==> src/rtl/bp_cfg_mmio_responder.sv <==
// Config-link target: decodes uc_wr/uc_rd into tile config registers or microcode RAM, one io_resp per command.
// Accept-to-resp latency 1 (reg/unmapped), 2 (ucode wr), 3 (ucode rd); io_cmd_ready_o only in READY.
module bp_cfg_mmio_responder
  #(parameter int paddr_width_p         = 40
  , parameter int dword_width_p         = 64
  , parameter int lce_id_width_p        = 4
  , parameter int lce_assoc_p           = 8
  , parameter int cce_id_width_p        = 4
  , parameter int cfg_addr_width_p      = 16
  , parameter int inst_width_p          = 48
  , parameter int inst_ram_addr_width_p = 8
  , parameter int inst_ram_els_p        = 256
  , parameter int npc_width_p           = 39
  , localparam int way_width_lp         = $clog2(lce_assoc_p)
  , localparam int cce_mem_msg_width_lp = 4 + lce_id_width_p + way_width_lp + 3 + paddr_width_p + dword_width_p
  )
  (input  logic                             clk_i
  , input  logic                             reset_n_i
  , input  logic [cce_id_width_p-1:0]        cce_id_i
  , input  logic [cce_mem_msg_width_lp-1:0]  io_cmd_i
  , input  logic                             io_cmd_v_i
  , output logic                             io_cmd_ready_o
  , output logic [cce_mem_msg_width_lp-1:0]  io_resp_o
  , output logic                             io_resp_v_o
  , input  logic                             io_resp_yumi_i
  , output logic                             cfg_reset_o
  , output logic                             cfg_freeze_o
  , output logic [1:0]                       icache_mode_o
  , output logic [1:0]                       dcache_mode_o
  , output logic                             cce_mode_o
  , output logic [npc_width_p-1:0]           npc_o
  , output logic                             npc_w_v_o
  , output logic                             ucode_v_o
  , output logic                             ucode_w_o
  , output logic [inst_ram_addr_width_p-1:0] ucode_addr_o
  , output logic [inst_width_p-1:0]          ucode_data_o
  , input  logic [inst_width_p-1:0]          ucode_data_i
  );

  localparam int nonlocal_width_lp = paddr_width_p - cfg_addr_width_p - 4 - cce_id_width_p;

  typedef enum logic [3:0] {
    e_cce_mem_rd    = 4'h0
    , e_cce_mem_wr    = 4'h1
    , e_cce_mem_uc_rd = 4'h2
    , e_cce_mem_uc_wr = 4'h3
  } bp_cce_mem_cmd_type_e;

  typedef enum logic [1:0] {
    e_lce_mode_uncached = 2'd0
    , e_lce_mode_normal   = 2'd1
    , e_lce_mode_nonspec  = 2'd2
  } bp_lce_mode_e;

  typedef enum logic {
    e_cce_mode_uncached = 1'b0
    , e_cce_mode_normal   = 1'b1
  } bp_cce_mode_e;

  typedef struct packed {
    logic [nonlocal_width_lp-1:0] nonlocal;
    logic [cce_id_width_p-1:0]    cce;
    logic [3:0]                   dev;
    logic [cfg_addr_width_p-1:0]  addr;
  } bp_cfg_addr_s;

  typedef struct packed {
    logic [3:0]                msg_type;
    logic [lce_id_width_p-1:0] lce_id;
    logic [way_width_lp-1:0]   way_id;
    logic [2:0]                size;
    bp_cfg_addr_s              addr;
    logic [dword_width_p-1:0]  data;
  } bp_cce_mem_msg_s;

  localparam logic [3:0]                  cfg_dev_gp       = 4'h2;
  localparam logic [cfg_addr_width_p-1:0] reg_reset_gp     = cfg_addr_width_p'(16'h0001);
  localparam logic [cfg_addr_width_p-1:0] reg_freeze_gp    = cfg_addr_width_p'(16'h0002);
  localparam logic [cfg_addr_width_p-1:0] reg_icache_gp    = cfg_addr_width_p'(16'h0003);
  localparam logic [cfg_addr_width_p-1:0] reg_dcache_gp    = cfg_addr_width_p'(16'h0004);
  localparam logic [cfg_addr_width_p-1:0] reg_cce_mode_gp  = cfg_addr_width_p'(16'h0005);
  localparam logic [cfg_addr_width_p-1:0] reg_npc_gp       = cfg_addr_width_p'(16'h0006);
  localparam logic [cfg_addr_width_p-1:0] ucode_base_gp    = cfg_addr_width_p'(16'h8000);
  localparam logic [cfg_addr_width_p-1:0] ucode_els_lp     = cfg_addr_width_p'(inst_ram_els_p);

  typedef enum logic [1:0] {e_ready, e_ucode_req, e_ucode_wait, e_resp} state_e;

  state_e                      state_r;
  bp_cce_mem_msg_s             cmd, cmd_echo, resp_r;
  logic                        is_wr, is_rd, local_hit, reg_hit, reg_sel, is_ucode;
  logic [cfg_addr_width_p-1:0] ucode_off;
  logic [dword_width_p-1:0]    rd_data;

  assign cmd       = io_cmd_i;
  assign is_wr     = (cmd.msg_type == e_cce_mem_uc_wr);
  assign is_rd     = (cmd.msg_type == e_cce_mem_uc_rd);
  assign local_hit = (is_wr | is_rd) && (cmd.addr.nonlocal == '0)
                     && (cmd.addr.dev == cfg_dev_gp) && (cmd.addr.cce == cce_id_i);
  assign ucode_off = cmd.addr.addr - ucode_base_gp;
  assign is_ucode  = local_hit && (cmd.addr.addr >= ucode_base_gp) && (ucode_off < ucode_els_lp);
  assign reg_sel   = local_hit && reg_hit;

  always_comb begin
    rd_data = '0;
    reg_hit = 1'b1;
    case (cmd.addr.addr)
      reg_reset_gp:    rd_data = dword_width_p'(cfg_reset_o);
      reg_freeze_gp:   rd_data = dword_width_p'(cfg_freeze_o);
      reg_icache_gp:   rd_data = dword_width_p'(icache_mode_o);
      reg_dcache_gp:   rd_data = dword_width_p'(dcache_mode_o);
      reg_cce_mode_gp: rd_data = dword_width_p'(cce_mode_o);
      reg_npc_gp:      rd_data = dword_width_p'(npc_o);
      default:         reg_hit = 1'b0;
    endcase
  end

  // Response header echoes the command; data is only nonzero for a mapped register read.
  always_comb begin
    cmd_echo      = cmd;
    cmd_echo.data = (is_rd && reg_sel) ? rd_data : '0;
  end

  assign io_cmd_ready_o = (state_r == e_ready);
  assign io_resp_o      = resp_r;

  always_ff @(posedge clk_i or negedge reset_n_i) begin
    if (!reset_n_i) begin
      state_r       <= e_ready;
      resp_r        <= '0;
      io_resp_v_o   <= 1'b0;
      cfg_reset_o   <= 1'b1;
      cfg_freeze_o  <= 1'b1;
      icache_mode_o <= e_lce_mode_uncached;
      dcache_mode_o <= e_lce_mode_uncached;
      cce_mode_o    <= e_cce_mode_uncached;
      npc_o         <= '0;
      npc_w_v_o     <= 1'b0;
      ucode_v_o     <= 1'b0;
      ucode_w_o     <= 1'b0;
      ucode_addr_o  <= '0;
      ucode_data_o  <= '0;
    end else begin
      npc_w_v_o <= 1'b0;
      case (state_r)
        e_ready: if (io_cmd_v_i) begin
          resp_r <= cmd_echo;
          if (is_ucode) begin
            state_r      <= e_ucode_req;
            ucode_v_o    <= 1'b1;
            ucode_w_o    <= is_wr;
            ucode_addr_o <= ucode_off[inst_ram_addr_width_p-1:0];
            ucode_data_o <= cmd.data[inst_width_p-1:0];
          end else begin
            state_r     <= e_resp;
            io_resp_v_o <= 1'b1;
            if (reg_sel && is_wr) begin
              case (cmd.addr.addr)
                reg_reset_gp:    cfg_reset_o   <= cmd.data[0];
                reg_freeze_gp:   cfg_freeze_o  <= cmd.data[0];
                reg_icache_gp:   icache_mode_o <= cmd.data[1:0];
                reg_dcache_gp:   dcache_mode_o <= cmd.data[1:0];
                reg_cce_mode_gp: cce_mode_o    <= cmd.data[0];
                reg_npc_gp: begin
                  npc_o     <= cmd.data[npc_width_p-1:0];
                  npc_w_v_o <= 1'b1;
                end
                default: ;
              endcase
            end
          end
        end
        e_ucode_req: begin
          ucode_v_o <= 1'b0;
          if (ucode_w_o) begin
            state_r     <= e_resp;
            io_resp_v_o <= 1'b1;
          end else begin
            state_r <= e_ucode_wait;
          end
        end
        e_ucode_wait: begin
          resp_r.data <= dword_width_p'(ucode_data_i);
          state_r     <= e_resp;
          io_resp_v_o <= 1'b1;
        end
        e_resp: if (io_resp_yumi_i) begin
          io_resp_v_o <= 1'b0;
          state_r     <= e_ready;
        end
        default: state_r <= e_ready;
      endcase
    end
  end

endmodule

==> config.mk <==
export PLATFORM = sky130hd
export DESIGN_NAME = bp_cfg_mmio_responder
export DESIGN_NICKNAME = d
export VERILOG_FILES = /design/src/rtl/bp_cfg_mmio_responder.sv
export SDC_FILE = /design/constraint.sdc
export NUM_CORES = 1
export LEC_CHECK = 0
export CAP_MARGIN = 5
export CORE_AREA = 2 2 157 159
export CTS_BUF_LIST = sky130_fd_sc_hd__clkbuf_4
export DETAILED_ROUTE_END_ITERATION = 8
export DIE_AREA = 0 0 159 161
export PLACE_DENSITY = 0.73
export SYNTH_ARGS = -nofsm -noshare
export SYNTH_HDL_FRONTEND = slang
export SYNTH_SLANG_ARGS = --single-unit
export TNS_END_PERCENT = 100
==> constraint.sdc <==
create_clock -name clk_i -period 2.5 [get_ports clk_i]
set_clock_uncertainty 0.05 [all_clocks]
set_input_delay 0.25 -clock clk_i [delete_from_list [all_inputs] [get_ports clk_i]]
set_output_delay 0.25 -clock clk_i [all_outputs]
set_load 0.05 [all_outputs]
==> flow_summary.ini, run 1 <==
[placed_design]
dp_cells = 1342
hpwl_um = 19700
gp_congestion = 0.809
numPortBuffers = 366

[setup_path]
end_kind = output pin
crit_type = flop to output pin
path_cells = clkdlybuf4s50_1
start_kind = flop
crit_start = cfg_freeze_o
crit_path_max_incr_delay_ns = 0.84
critPathTopFamily = buffers and inverters
crit_arrival_ns = 2.04
cp_max_fo = 3
worstPathRequired_ns = 2.20
r2r_start = state_r[0]
path_buf_inv = 1
slowest_stage = clkdlybuf4s50_1

[yosys]
ys_warn_count = 0
synth_top_area_frac = 0.578
ys_top_cells_by_area = dfrtp_1, mux2_2, mux2_4
ys_seq_area_frac = 0.584
yosys-top-cells-count = dfrtp_1, mux2_2, nor2_1
yosysUniqueCellTypes = 49
ys_seq_elements = 210
ys.flop_type = dfrtp_1
netlist_area_um2 = 9010
synth-edff-count = 0
avgSynthCellArea_um2 = 13.6
async_flop_share = 1.00
yosysMostFrequentCell = dfrtp_1
synthCells = 663
yosys.area.top_type = dfrtp_1

[grt]
grt_start_max_net_pins = 62
grt.total_usage = 0.207
grt_pass1_wl_um = 42000
antenna_found_initial = 1
grt_overflow = 0
grt_pass1_vias = 7468

[layout]
area_delta_synth_final_pct = 54.2
drive_gt1_frac = 0.269
stdcell_count = 1444
nFillCells = 1998
final_nets = 1257

[drt]
drt_iter0_drc = 296
wl_per_cell_um = 18.6
vias = 6963
drt_first_pass_iters = 4
routed_wl_um = 26800
ant_nets = 0
viasPerCell = 4.82
drc = 0

[clocking]
clk_pin_slew_ns = 0.06
cts_max_level = 2
hold_buffers = 1
clock-sinks = 210
ctsResizeCount = 0
post_cts_buffers = 0
cts_made_buffers = 58
cts_buffer_depth = 3
root_buffer = clkbuf_4
cts_tree = built
insertion_delay_ns = 0.65

[flow_run]
drv_cap = 0

[sta]
grt_setup_unrepaired = false
setup_violations = 0
relSlewSlack = 0.560
slew_viol_final = 0
fin_hold_ws_ns = 0.0768
fmax_mhz = 428
period_minus_slack_ns = 2.34
final.period_utilization = 0.936
finalHoldViolations = 0
tightest_slew_ns = 0.657

[pwr]
ir_worst_vdd_mv = 1.03
leakage_nw = 6.22
p_per_area_nw_per_um2 = 1120

[floorplan]
core_um2 = 24000
pin_count = 399
die_w_um = 159
die_y_um = 161
rows = 57
dieArea_um2 = 25600
initial_core_util = 0.376

[status]
outcome = complete, no violations

[worst_hold_path]
hp-class = input port to async pin
==> final cells by class <==
| cell class | count | area (um^2) | area share |
|---|---|---|---|
| inverters | 8 | 30.0 | 0.00216 |
| clock inverters | 9 | 38.8 | 0.00279 |
| multi-input cells | 402 | 3460 | 0.249 |
| well taps | 324 | 405 | 0.0292 |
| repair buffers | 399 | 4020 | 0.289 |
| clock buffers | 91 | 683 | 0.0492 |
| flip-flops and latches | 210 | 5260 | 0.378 |
| diodes | 1 | 2.50 | 0.000180 |
==> cell usage in the layout (no fill, tap or decap), drive strengths merged, types with 3 or more instances in the layout <==
cell type,instances
mux2,158
nand3,6
clkinv,7
dfrtp,208
clkdlybuf4s50,364
nor3,4
ha,4
nand4,6
buf,34
a22oi,9
conb,16
o2bb2ai,37
a31oi,3
nor4,6
a21oi,41
nor2b,5
inv,9
nor3b,3
xnor2,4
mux2i,12
nand2,5
o21ai,11
clkbuf,91
nor2,46
and3,5
==> cells by family (layout without fill, tap and decap cells) <==
| family | after synthesis | in the layout | share of synthesized area |
|---|---|---|---|
| mux | 170 | 170 | 0.223 |
| simple gates | 99 | 99 | 0.0603 |
| other cells | 1 | 17 | 0.000416 |
| fa+ha+maj | 4 | 4 | 0.00556 |
| buf+inv | 66 | 507 | 0.0411 |
| xor+xnor | 4 | 4 | 0.00389 |
| compound gates | 109 | 109 | 0.0818 |
| flops | 210 | 210 | 0.584 |
==> per-layer routing <==
layer	vias to the layer above	track usage	share of wire
li1	3227	-	-
met1	3402	0.236	0.39
met2	273	0.360	0.50
met3	61	0.0681	0.075
met4	0	0.0876	0.032
met5	-	0	0
==> registers in the layout (all words and copies together), names as in the netlist <==
signal	cells
io_resp_o	102
cfg_freeze_o	1
icache_mode_o	2
ucode_w_o	1
npc_w_v_o	1
npc_o	39
dcache_mode_o	2
ucode_data_o	48
io_resp_v_o	1
ucode_v_o	1
ucode_addr_o	8
state_r	2
cce_mode_o	1
cfg_reset_o	1
==> power by group <==
group | internal [mW] | switching (mW)
clock network | 1.63 | 1.39
registers | 4.31 | 0.465
logic | 2.77 | 4.97
total | 8.70 | 6.83
==> final timing paths <==
path | endpoint | slack, ns | depth (start not counted)
max reg2reg | io_resp_o[42] | 0.27 | 6
max in group asynchronous | ucode_data_o[16] | 1.62 | 3
min | ucode_data_o[42] | 0.08 | 2
max | cfg_freeze_o | 0.16 | 1
min reg2reg | io_resp_o[19] | 0.45 | 1
min in group clk_i | io_resp_o[1] | 0.13 | 3
==> through the flow <==
| stage | worst slack (ns) | cell area (um^2) | power [mW] | utilization | setup TNS [ns] |
|---|---|---|---|---|---|
| global placement | -0.0385 | 13200 | 12.5 | 0.549 | -0.431 |
| global route | 0.0704 | 13900 | 16.4 | 0.580 | 0 |
| detailed placement | -0.0775 | 13200 | 12.6 | 0.549 | -1.55 |
| floorplan | 0.173 | 9060 | 9.79 | - | 0 |
| finish | 0.161 | 13900 | 15.5 | 0.580 | 0 |
| CTS | 0.0808 | 13900 | 15.7 | 0.580 | 0 |
Power figures use the tool's default switching activity.
==> run 2: changes to the inputs <==
--- a/config.mk
+++ b/config.mk
@@ -6,11 +6,12 @@
 export NUM_CORES = 1
 export LEC_CHECK = 0
 export CAP_MARGIN = 5
-export CORE_AREA = 2 2 157 159
+export CORE_AREA = 2 2 155 157
 export CTS_BUF_LIST = sky130_fd_sc_hd__clkbuf_4
 export DETAILED_ROUTE_END_ITERATION = 8
-export DIE_AREA = 0 0 159 161
-export PLACE_DENSITY = 0.73
+export DIE_AREA = 0 0 157 159
+export DONT_BUFFER_PORTS = 1
+export SLEW_MARGIN = 20
 export SYNTH_ARGS = -nofsm -noshare
 export SYNTH_HDL_FRONTEND = slang
 export SYNTH_SLANG_ARGS = --single-unit
==> flow_summary.ini, run 2 (synthesis gave the netlist of run 1 again) <==
[drt]
drt_first_pass_iters = 4
viasPerCell = 5.24
vias = 6351
drt_iter0_drc = 390
routed_wl_um = 25800
wl_per_cell_um = 21.3
ant_nets = 0
drc = 0

[clocking]
hold_buffers = 154
insertion_delay_ns = 0.66
cts_tree = built
cts_made_buffers = 56
cts_max_level = 2
clk_pin_slew_ns = 0.07
cts_buffer_depth = 3
clock-sinks = 210
root_buffer = clkbuf_4

[setup_path]
crit_type = input port to flop
start_kind = input port
cp_max_fo = 5
crit_arrival_ns = 2.83
end_kind = flop
worstPathRequired_ns = 3.00

[placed_design]
dp_slack_ns = 0.108
dp_cells = 954
gp_congestion = 0.777
hpwl_um = 16400
numPortBuffers = 0
dpl_cell_area_um2 = 9310

[sta]
fmax_mhz = 429
relSlewSlack = 0.546
grt_setup_unrepaired = false
slew_viol_final = 0
finalSetupTns_ns = 0
fin_hold_ws_ns = -0.756
finalHoldViolations = 210
period_minus_slack_ns = 2.33
final.period_utilization = 0.933
setup_violations = 0
tightest_slew_ns = 0.681
fin_ws_ns = 0.168

[layout]
stdcell_count = 1212
final_cell_mix = dfrtp_1, dlygate4sd3_1, mux2_2
area_delta_synth_final_pct = 28.8
layout_commonest_cell = dfrtp_1
final_util = 0.500
largest_register_ffs = 102
drive_gt1_frac = 0.313
final_nets = 1025
fin_area_um2 = 11600

[grt]
grt.total_usage = 0.201
grt_start_max_net_pins = 211
grt_pass1_wl_um = 39400
grt_pass1_vias = 7087
grt_overflow = 0
antenna_found_initial = 1

[pwr]
ir_worst_vdd_mv = 0.941
leakage_nw = 5.39
p_per_area_nw_per_um2 = 1200
fin_total_pwr_mw = 13.9

[floorplan]
die_w_um = 157
pin_count = 399
rows = 56
core_um2 = 23200
die_y_um = 159
dieArea_um2 = 25000
initial_core_util = 0.388

[status]
violations = negative hold slack
outcome = complete, but fails checks

[flow_run]
drv_cap = 0

[worst_hold_path]
hp-class = input port to async pin
run 2: routing by layer:
metal  share of wire  track usage  vias up
li1                -            -     2759
met5               0            0        -
met3           0.073       0.0621       67
met1            0.37        0.216     3225
met2            0.53        0.361      300
met4           0.030       0.0892        0
run 2: final timing paths:
path                                       to  depth (start not counted)  slack, ns    startpoint
min in group clk_i               io_resp_o[0]                          4       0.07  io_cmd_i[65]
max in group asynchronous         cfg_reset_o                          0       2.91     reset_n_i
worst max register to register     cce_mode_o                          7       0.18    state_r[0]
worst max-delay path               cce_mode_o                          7       0.17  io_cmd_i[99]
worst min-delay path            io_resp_o[73]                          0      -0.76     reset_n_i
worst min register to register     state_r[1]                          1       0.58    state_r[1]
run 2: power by group:
group	leakage, nW	switching (mW)	internal [mW]	total, mW
clock network	0.441	1.42	1.67	3.09
registers	2.70	3.78	4.24	8.02
logic	2.25	1.49	1.30	2.80
run 2: layout make-up:
| cell class | count | area [um^2] |
|---|---|---|
| Inverter | 8 | 30.0 |
| Clock buffer | 86 | 646 |
| Sequential cell | 210 | 5260 |
| Tap cell | 319 | 399 |
| Fill cell | 1970 | 11600 |
| Antenna cell | 1 | 2.50 |
| Clock inverter | 17 | 96.3 |
| Timing Repair Buffer | 169 | 1700 |
| Multi-Input combinational cell | 402 | 3470 |
run 2: timing repair:
item                                   CTS  global route
buffers inserted                         0             0
setup endpoints to repair                0             1
gates resized for setup                  0             1
endpoints found under the hold margin  420           210
run 2: critical path: stages:
cell           delay [ns]
dlygate4sd3_1        0.56
nor4_1               0.39
nand2_1              0.21
nor3b_2              0.39
nand4_1              0.18
mux2_2               0.29
dlygate4sd3_1        0.55
==> run 3: changes to the inputs <==
--- a/config.mk
+++ b/config.mk
@@ -11,7 +11,6 @@
 export DETAILED_ROUTE_END_ITERATION = 8
 export DIE_AREA = 0 0 157 159
 export DONT_BUFFER_PORTS = 1
-export SLEW_MARGIN = 20
 export SYNTH_ARGS = -nofsm -noshare
 export SYNTH_HDL_FRONTEND = slang
 export SYNTH_SLANG_ARGS = --single-unit
==> results of run 3 <==
Final layout, timing and power as in run 2 (identical DEF).
